--- config.mk ---
export PLATFORM = sky130hd
export DESIGN_NAME = wb_regfile
export DESIGN_NICKNAME = d
export VERILOG_FILES = /design/src/rtl/wb_regfile.sv
export SDC_FILE = /design/constraint.sdc
export NUM_CORES = 2
export LEC_CHECK = 0
export ABC_CLOCK_PERIOD_IN_PS = 2550
export BUFFER_PORTS_ARGS = -buffer_cell sky130_fd_sc_hd__buf_4
export CAP_MARGIN = 40
export CORE_MARGIN = 1.5
export CORE_UTILIZATION = 50
export CTS_BUF_LIST = sky130_fd_sc_hd__clkbuf_8
export DETAILED_ROUTE_END_ITERATION = 16
export GPL_ROUTABILITY_DRIVEN = 1
export HOLD_SLACK_MARGIN = 0.03
export PLACE_DENSITY = 0.63
export SLEW_MARGIN = 5
export SYNTH_ARGS = -nofsm -noshare
export SYNTH_HDL_FRONTEND = slang
export SYNTH_SLANG_ARGS = --single-unit
--- constraint.sdc ---
create_clock -name CLK -period 2.55 [get_ports CLK]
set_clock_uncertainty 0.1 [all_clocks]
set_input_delay 0.255 -clock CLK [delete_from_list [all_inputs] [get_ports CLK]]
set_output_delay 0.255 -clock CLK [all_outputs]
set_load 0.05 [all_outputs]
--- src/rtl/wb_regfile.sv ---
`default_nettype none
// ============================================================================
// Module   : wb_regfile
// Purpose  : Write-back stage and integer register file of the 64-bit
//            pipeline. Accepts the memory-access stage result, writes it into
//            a 32 x XLEN register array and tracks outstanding producers in a
//            pending-write scoreboard. It also counts accepted write-backs.
//
// Ports    : CLK        - pipeline clock, all state changes on rising edge
//            RST_N      - asynchronous active-low reset
//            wb_en      - write-back valid from the memory-access stage
//            wb_rd      - write-back destination register
//            wb_data    - write-back value
//            issue_en   - decode issued an instruction that writes a register
//            issue_rd   - destination of that issued instruction
//            flush      - pipeline flush, clears the scoreboard
//            rs1_addr   - read port 1 address
//            rs2_addr   - read port 2 address
//            rs1_data   - read port 1 data (combinational)
//            rs2_data   - read port 2 data (combinational)
//            rs1_busy   - rs1 has an outstanding producer
//            rs2_busy   - rs2 has an outstanding producer
//            retire_cnt - number of accepted write-backs (wraps silently)
//
// Options  : WB_BYPASS_EN - when defined, a same-cycle write-back is forwarded
//            to the read ports and masks the matching busy output.
//
// Revision : 1.0 - initial release
// ============================================================================
module wb_regfile #(
  parameter int XLEN  = 64,
  parameter int NREG  = 32,
  parameter int CNT_W = 64
) (
  input  logic                    CLK,
  input  logic                    RST_N,
  input  logic                    wb_en,
  input  logic [$clog2(NREG)-1:0] wb_rd,
  input  logic [XLEN-1:0]         wb_data,
  input  logic                    issue_en,
  input  logic [$clog2(NREG)-1:0] issue_rd,
  input  logic                    flush,
  input  logic [$clog2(NREG)-1:0] rs1_addr,
  input  logic [$clog2(NREG)-1:0] rs2_addr,
  output logic [XLEN-1:0]         rs1_data,
  output logic [XLEN-1:0]         rs2_data,
  output logic                    rs1_busy,
  output logic                    rs2_busy,
  output logic [CNT_W-1:0]        retire_cnt
);

  localparam int AW = $clog2(NREG);

  // --------------------------------------------------------------------------
  // State
  // --------------------------------------------------------------------------
  logic [XLEN-1:0]  regs [NREG];
  logic [NREG-1:0]  busy;
  logic [CNT_W-1:0] cnt;

  // One-hot decodes of the events that touch the array and the scoreboard.
  logic [NREG-1:0] wr_sel;   // register written this edge (never x0)
  logic [NREG-1:0] clr_sel;  // scoreboard bit cleared by the write-back
  logic [NREG-1:0] set_sel;  // scoreboard bit set by the issue (never x0)
  logic [NREG-1:0] busy_nxt;

  always_comb begin
    wr_sel  = '0;
    clr_sel = '0;
    set_sel = '0;
    if (wb_en && (wb_rd != '0)) begin
      wr_sel[wb_rd] = 1'b1;
    end
    if (wb_en) begin
      clr_sel[wb_rd] = 1'b1;
    end
    if (issue_en && (issue_rd != '0)) begin
      set_sel[issue_rd] = 1'b1;
    end
  end

  // Set is applied after clear so that a new producer issued on the same edge
  // as the retiring one keeps the register busy. A flush discards everything,
  // including a same-edge issue. Bit 0 is pinned low so x0 never looks busy.
  always_comb begin
    busy_nxt = '0;
    if (!flush) begin
      busy_nxt = (busy & ~clr_sel) | set_sel;
    end
    busy_nxt[0] = 1'b0;
  end

  // --------------------------------------------------------------------------
  // Register array. Entry 0 is reset but never written; reads of x0 are also
  // forced to zero below, so the storage behind it is effectively dead.
  // --------------------------------------------------------------------------
  always_ff @(posedge CLK or negedge RST_N) begin
    if (!RST_N) begin
      for (int i = 0; i < NREG; i++) begin
        regs[i] <= '0;
      end
    end else begin
      for (int i = 1; i < NREG; i++) begin
        if (wr_sel[i]) begin
          regs[i] <= wb_data;
        end
      end
    end
  end

  // --------------------------------------------------------------------------
  // Scoreboard and retire counter. The flush does not touch the counter: a
  // write-back that lands during a flush is still an accepted write-back.
  // --------------------------------------------------------------------------
  always_ff @(posedge CLK or negedge RST_N) begin
    if (!RST_N) begin
      busy <= '0;
    end else begin
      busy <= busy_nxt;
    end
  end

  always_ff @(posedge CLK or negedge RST_N) begin
    if (!RST_N) begin
      cnt <= '0;
    end else if (wb_en) begin
      cnt <= cnt + CNT_W'(1);
    end
  end

  assign retire_cnt = cnt;

  // --------------------------------------------------------------------------
  // Read ports
  // --------------------------------------------------------------------------
`ifdef WB_BYPASS_EN
  // A write-back to the addressed register this cycle is forwarded so that
  // the consumer need not wait for the array update. The same condition
  // means the producer is retiring now, so the busy output is masked. A
  // same-cycle issue is deliberately not considered: busy reflects only the
  // registered vector.
  logic hit1;
  logic hit2;

  assign hit1 = wb_en && (wb_rd != '0) && (wb_rd == rs1_addr);
  assign hit2 = wb_en && (wb_rd != '0) && (wb_rd == rs2_addr);

  always_comb begin
    rs1_data = (rs1_addr == '0) ? '0 : regs[rs1_addr];
    rs2_data = (rs2_addr == '0) ? '0 : regs[rs2_addr];
    if (hit1) begin
      rs1_data = wb_data;
    end
    if (hit2) begin
      rs2_data = wb_data;
    end
  end

  assign rs1_busy = busy[rs1_addr] & ~hit1;
  assign rs2_busy = busy[rs2_addr] & ~hit2;
`else
  // Registered array only: during a write cycle the old value is returned.
  always_comb begin
    rs1_data = (rs1_addr == '0) ? '0 : regs[rs1_addr];
    rs2_data = (rs2_addr == '0) ? '0 : regs[rs2_addr];
  end

  assign rs1_busy = busy[rs1_addr];
  assign rs2_busy = busy[rs2_addr];
`endif

  // The index width is tied to NREG; keep the two consistent.
  logic unused_aw;
  assign unused_aw = (AW == $clog2(NREG));

endmodule
`default_nettype wire

# Yosys cells after proc, flatten, opt, wreduce, memory -nomap -nowiden
# Cells that the tools add are included.
[op_classes]
order_cmp = 8
n_bitwise = 5
n_reduce_logical = 8
n_mux = 20
add_sub_neg = 1
[op_table]
columns = ["op", "n"]
rows = [
  ["64-bit binary-select mux with 5-bit select", 2],
  ["64-bit 2-to-1 mux", 6],
  ["32-bit 2-to-1 mux", 4],
  ["64-bit by 1-bit adder with 64-bit output (second input constant)", 1],
  ["32-bit AND", 1],
  ["32-bit NOT", 1],
  ["32-bit OR", 1],
  ["5-bit by 6-bit less-than comparator with 1-bit output (second input constant)", 4],
  ["6-bit greater-or-equal comparator (second input constant)", 2],
  ["5-bit NOT with 6-bit output", 2],
  ["1-bit binary-select mux with 5-bit select", 2],
  ["1-bit demux with 5-bit select", 2],
  ["5-bit by 1-bit greater-or-equal comparator with 1-bit output (second input constant)", 2],
  ["5-bit zero test", 2],
  ["5-bit nonzero test", 2],
  ["1-bit logical AND", 4],
  ["1-bit 2-to-1 mux", 4],
]
[totals]
regBits = 2079
output_inout_bits = 194

# Longest topological paths before layout
[depth]
depth_word = 9
ltp_mapped = 9
ltp_nobuf = 6

# Least setup slack after synthesis
# Ideal clock, no wire load.
[synth_path]
path_type = "input to output"
start = "in rs1_addr[0]"
end = "out rs1_data[10]"
t_required_ps = 2195
slack_ps = -412
n_path_buf = 5
arrival_ps = 2607
path_stages = 9
cell_sequence = "buf_4 > buf_4 > buf_4 > buf_2 > clkbuf_1 > a22oi_1 > o221ai_1 > nand2_1 > o21ai_0"
[synth_between]
elab_chain_len = 5
word_cells_on_any_way = 6
classes_between = "mux: 4; bitwise: 1; reduce/logical: 1"
[synth_rtl]
columns = ["item", "line", "source"]
rows = [
  ["start: declaration", "43", "input logic [$clog2(NREG)-1:0] rs1_addr,"],
  ["5-bit NOT with 6-bit output (implied by the code)", "164", "rs1_data = (rs1_addr == '0) ? '0 : regs[rs1_addr];"],
  ["64-bit binary-select mux with 5-bit select", "164", ""],
  ["64-bit 2-to-1 mux (implied by the code) (2 in series)", "164", ""],
  ["64-bit 2-to-1 mux (*)", "164", ""],
  ["end: declaration", "45", "output logic [XLEN-1:0] rs1_data,"],
]
# Every way passes the cells marked *; elsewhere a longest branch is shown, timed or not. The select of a mux whose other input is x is not followed.

# Worst setup path after layout
[layout_path]
start = "reg regs[225] (netlist bit)"
end = "out rs1_data[33]"
[layout_between]
elab_chain_len = 4
[layout_rtl]
columns = ["item", "line", "source"]
rows = [
  ["start: declaration", "57", "logic [XLEN-1:0] regs [NREG];"],
  ["start signal: indexed assignment", "105", "regs[i] <= wb_data;"],
  ["64-bit binary-select mux with 5-bit select", "164", ""],
  ["64-bit 2-to-1 mux (implied by the code) (2 in series)", "164", ""],
  ["64-bit 2-to-1 mux", "164", ""],
]
# Every way passes these cells. The select of a mux whose other input is x is not followed.

==> impl_metrics.tcl <==
set metrics [dict create \
    fmax_ghz 0.3161 \
    register_area_share_after_synthesis_pct 47.13 \
    syn_to_final_growth_pct 21.07 \
    wl_per_cell_um 32.06 \
    grt_start_max_net_pins 98 \
    pwr_density_cell_nw_per_um2 749.0 \
    rows 172 \
    initial_utilization_pct 50.29 \
    post_detailed_route_via_to_cell_ratio 6.642 \
    tritoncts_num_sinks 2079 \
    post_route_cells_drive_above_1_share_pct 55.93 \
    yosysUniqueCellTypes 44 \
    failed_checks "negative setup slack" \
    yosys.area.top_type_share_pct 47.13 \
    grt_pass1_vias 80460 \
    setup-violations-final 130 \
    cpPeakStageDelay_ns 0.48 \
    slew_viol_final 0 \
    worstSetupEndpointType "output pin" \
    synth.avg_cell_area_um2 14.31 \
    async_flop_share_pct 100.0 \
    syn_std_cell_area_um2 110400 \
    drt_pass1_iterations 5 \
    antenna_found_initial 14 \
    tritoncts "yes" \
    mostFrequentLayoutCell "mux2_2" \
    synth_top_area_cell "dfrtp_1" \
    hold_slack_ns 0.1050 \
    worst_hold_path_type "in -> reg" \
    routed_wl_um 371600 \
    fin_ws_ns -0.6133 \
    detailroute.via_count 76990 \
    cts_inserted_buffers 380 \
    ys_seq_elements 2079 \
    clk_pin_slew_worst_paths_ns 0.06 \
    path_max_fanout 3 \
    design.final.nets 8531 \
    mostFrequentLayoutCells "mux2_2 (2163), dfrtp_1 (2079), mux4_2 (780), buf_4 (579), clkbuf_8 (493)" \
    port_buffers 282 \
    worst_ir_drop_on_vdd_mv 0.6927 \
    clock_tree.root_cell "clkbuf_8" \
    design_power_total_uw 100100 \
    floorplan.core_area_um2 219500 \
    htree_num_levels 5 \
    worst-path-buf-inv 2 \
    period_needed_ns 3.163 \
    timing.max_slew.rel_slack_pct 45.75 \
    dieHeight_um 472.9 \
    cts_max_path_buffers 4 \
    finish.utilization_pct 60.89 \
    drtAntennaViolNets 0 \
    hpwlAfterDp_um 234300 \
    timing_worst_setup_path_type "reg -> out" \
    grtUsageTotal_pct 33.23 \
    grt_setup_unrepaired "yes" \
    grt_first_pass_wirelength_um 549400 \
    drtIter0Drc 6901 \
    crit_arrival_ns 2.81 \
    netlist_top_cells_area "dfrtp_1 (47%), mux2_2 (22%), mux4_2 (16%)" \
    finalWeightedCongestion 0.8518 \
    die_outline_area_um2 223600 \
    grt-ovfl-total 0 \
    post_route_drc 0 \
    ioPinCount 283 \
    tightestPinTransition_ns 0.8107 \
    required_ns 2.19 \
    dominantRegCellSynth "dfrtp_1" \
    crit_path_cell_trace "mux4_2, a22o_1, o21ai_1, buf_4, o21ai_4, buf_6" \
    post_synthesis_cell_count 7717 \
    cp-start-kind "flop" \
    min_period_over_period_pct 124.1 \
    critPathTopFamily "multiplexers" \
    clkLatencyLatePin_ns 1.09 \
    edff_count_synth 0 \
    power.leakage_uw 0.05942 \
    hold_viol_final 0 \
    critical-path-slowest-cell "mux4_2" \
    chip_width_um 472.9 \
    status "finished, violations left" \
    timing.max_cap.violations 0 \
    post_syn_nets 7807 \
    yosys_warnings 64 \
]
-- final cells by class --
type / instances / area, um^2
timing repair buffer: 1165 / 13650
inverter: 7 / 26.28
antenna: 13 / 32.53
clock inverter: 157 / 824.5
multi-input combinational: 4808 / 56750
sequential: 2079 / 52020
clock buffer: 491 / 6758
fill: 16950 / 85850
tap: 2871 / 3592
-- routing by layer --
metal	GRT usage [%]	vias to the layer above	share of wire, %
met5	0	-	0.017
met1	44.20	41360	40
li1	-	31150	-
met2	53.45	3468	48
met4	14.72	10	4.7
met3	5.997	1000	7.2
-- synthesized netlist by cell type (3+ instances only) --
master	instances
mux2_2	2164
dfrtp_1	2079
mux4_2	780
clkbuf_1	490
mux2i_1	325
buf_2	296
o21ai_0	276
a22o_1	260
nand2_1	260
a22oi_1	144
nor2_1	103
a21oi_1	82
o221ai_1	65
o22ai_1	65
o31ai_1	65
xnor2_1	33
xor2_1	30
buf_1	28
nand3_1	22
nand4_1	19
nor3_1	19
mux2_1	16
nor2_2	16
and3_1	9
buf_4	9
nor3b_1	8
inv_1	7
nor2b_1	7
nor4_1	7
nand3b_1	5
and2_1	4
and4_1	4
and3b_1	3
or3_1	3
-- where the power goes --
group | total, uW | internal (uW) | leakage (uW) | switching (uW)
clock network | 32200 | 17700 | 0.00434 | 14400
logic | 24000 | 13600 | 0.0284 | 10400
registers | 43900 | 39300 | 0.0267 | 4680
-- cell families after synthesis --
| family | after synthesis | share of synthesized area [%] |
|---|---|---|
| AO/OA/AOI/OAI | 957 | 5.991 |
| XOR/XNOR | 63 | 0.4998 |
| adder cells (fa/ha/maj) | 1 | 0.01133 |
| buffers and inverters | 830 | 3.188 |
| flip-flops | 2079 | 47.13 |
| multiplexers | 3285 | 41.10 |
| AND/OR/NAND/NOR | 502 | 2.088 |
-- worst paths after layout --
| check | start | endpoint | slack [ns] | cells past startpoint |
|---|---|---|---|---|
| setup / recovery | regs[225]$_DFFE_PN0P_ | rs1_data[33] | -0.61 | 6 |
| hold / removal | wb_data[63] | regs[1471]$_DFFE_PN0P_ | 0.11 | 3 |
| setup reg to reg | retire_cnt[9]$_DFFE_PN0P_ | retire_cnt[60]$_DFFE_PN0P_ | 0.31 | 5 |
| hold reg to reg | retire_cnt[63]$_DFFE_PN0P_ | retire_cnt[63]$_DFFE_PN0P_ | 0.38 | 1 |
| max in group asynchronous | RST_N | regs[782]$_DFFE_PN0P_ | 1.03 | 4 |
| min in group asynchronous | RST_N | retire_cnt[62]$_DFFE_PN0P_ | 0.52 | 4 |
-- state kept, by name (all words and copies together) (netlist names) --
register,cells
regs,1984
retire_cnt,64
busy,31
-- stage by stage --
stage               setup TNS (ns)  setup slack (ns)  instance area (um^2)  cells
finish                      -63.70           -0.6133                133700  11590
global placement            -32.28           -0.3864                122600  10780
detailed placement          -15.56           -0.3243                122600  10780
CTS                         -74.62           -0.6975                133000  11550
floorplan                 -0.03601          -0.03601                110600   7717
global route                -74.55           -0.6862                133600  11580
-- worst min-delay path: stages --
cell and delay, ns:
dlygate4sd3_1 0.53, buf_4 0.30, mux2_2 0.21
-- timing repair --
item                                   in CTS  in global routing
hold buffers                              123                  0
cloned                                      0                  0
pin swaps                                 255                104
setup endpoints to repair                 130                163
endpoints found under the hold margin    4121                  0
resized for setup                         491                 90
setup buffers                              27                 29
(Power assumes the default switching activity.)
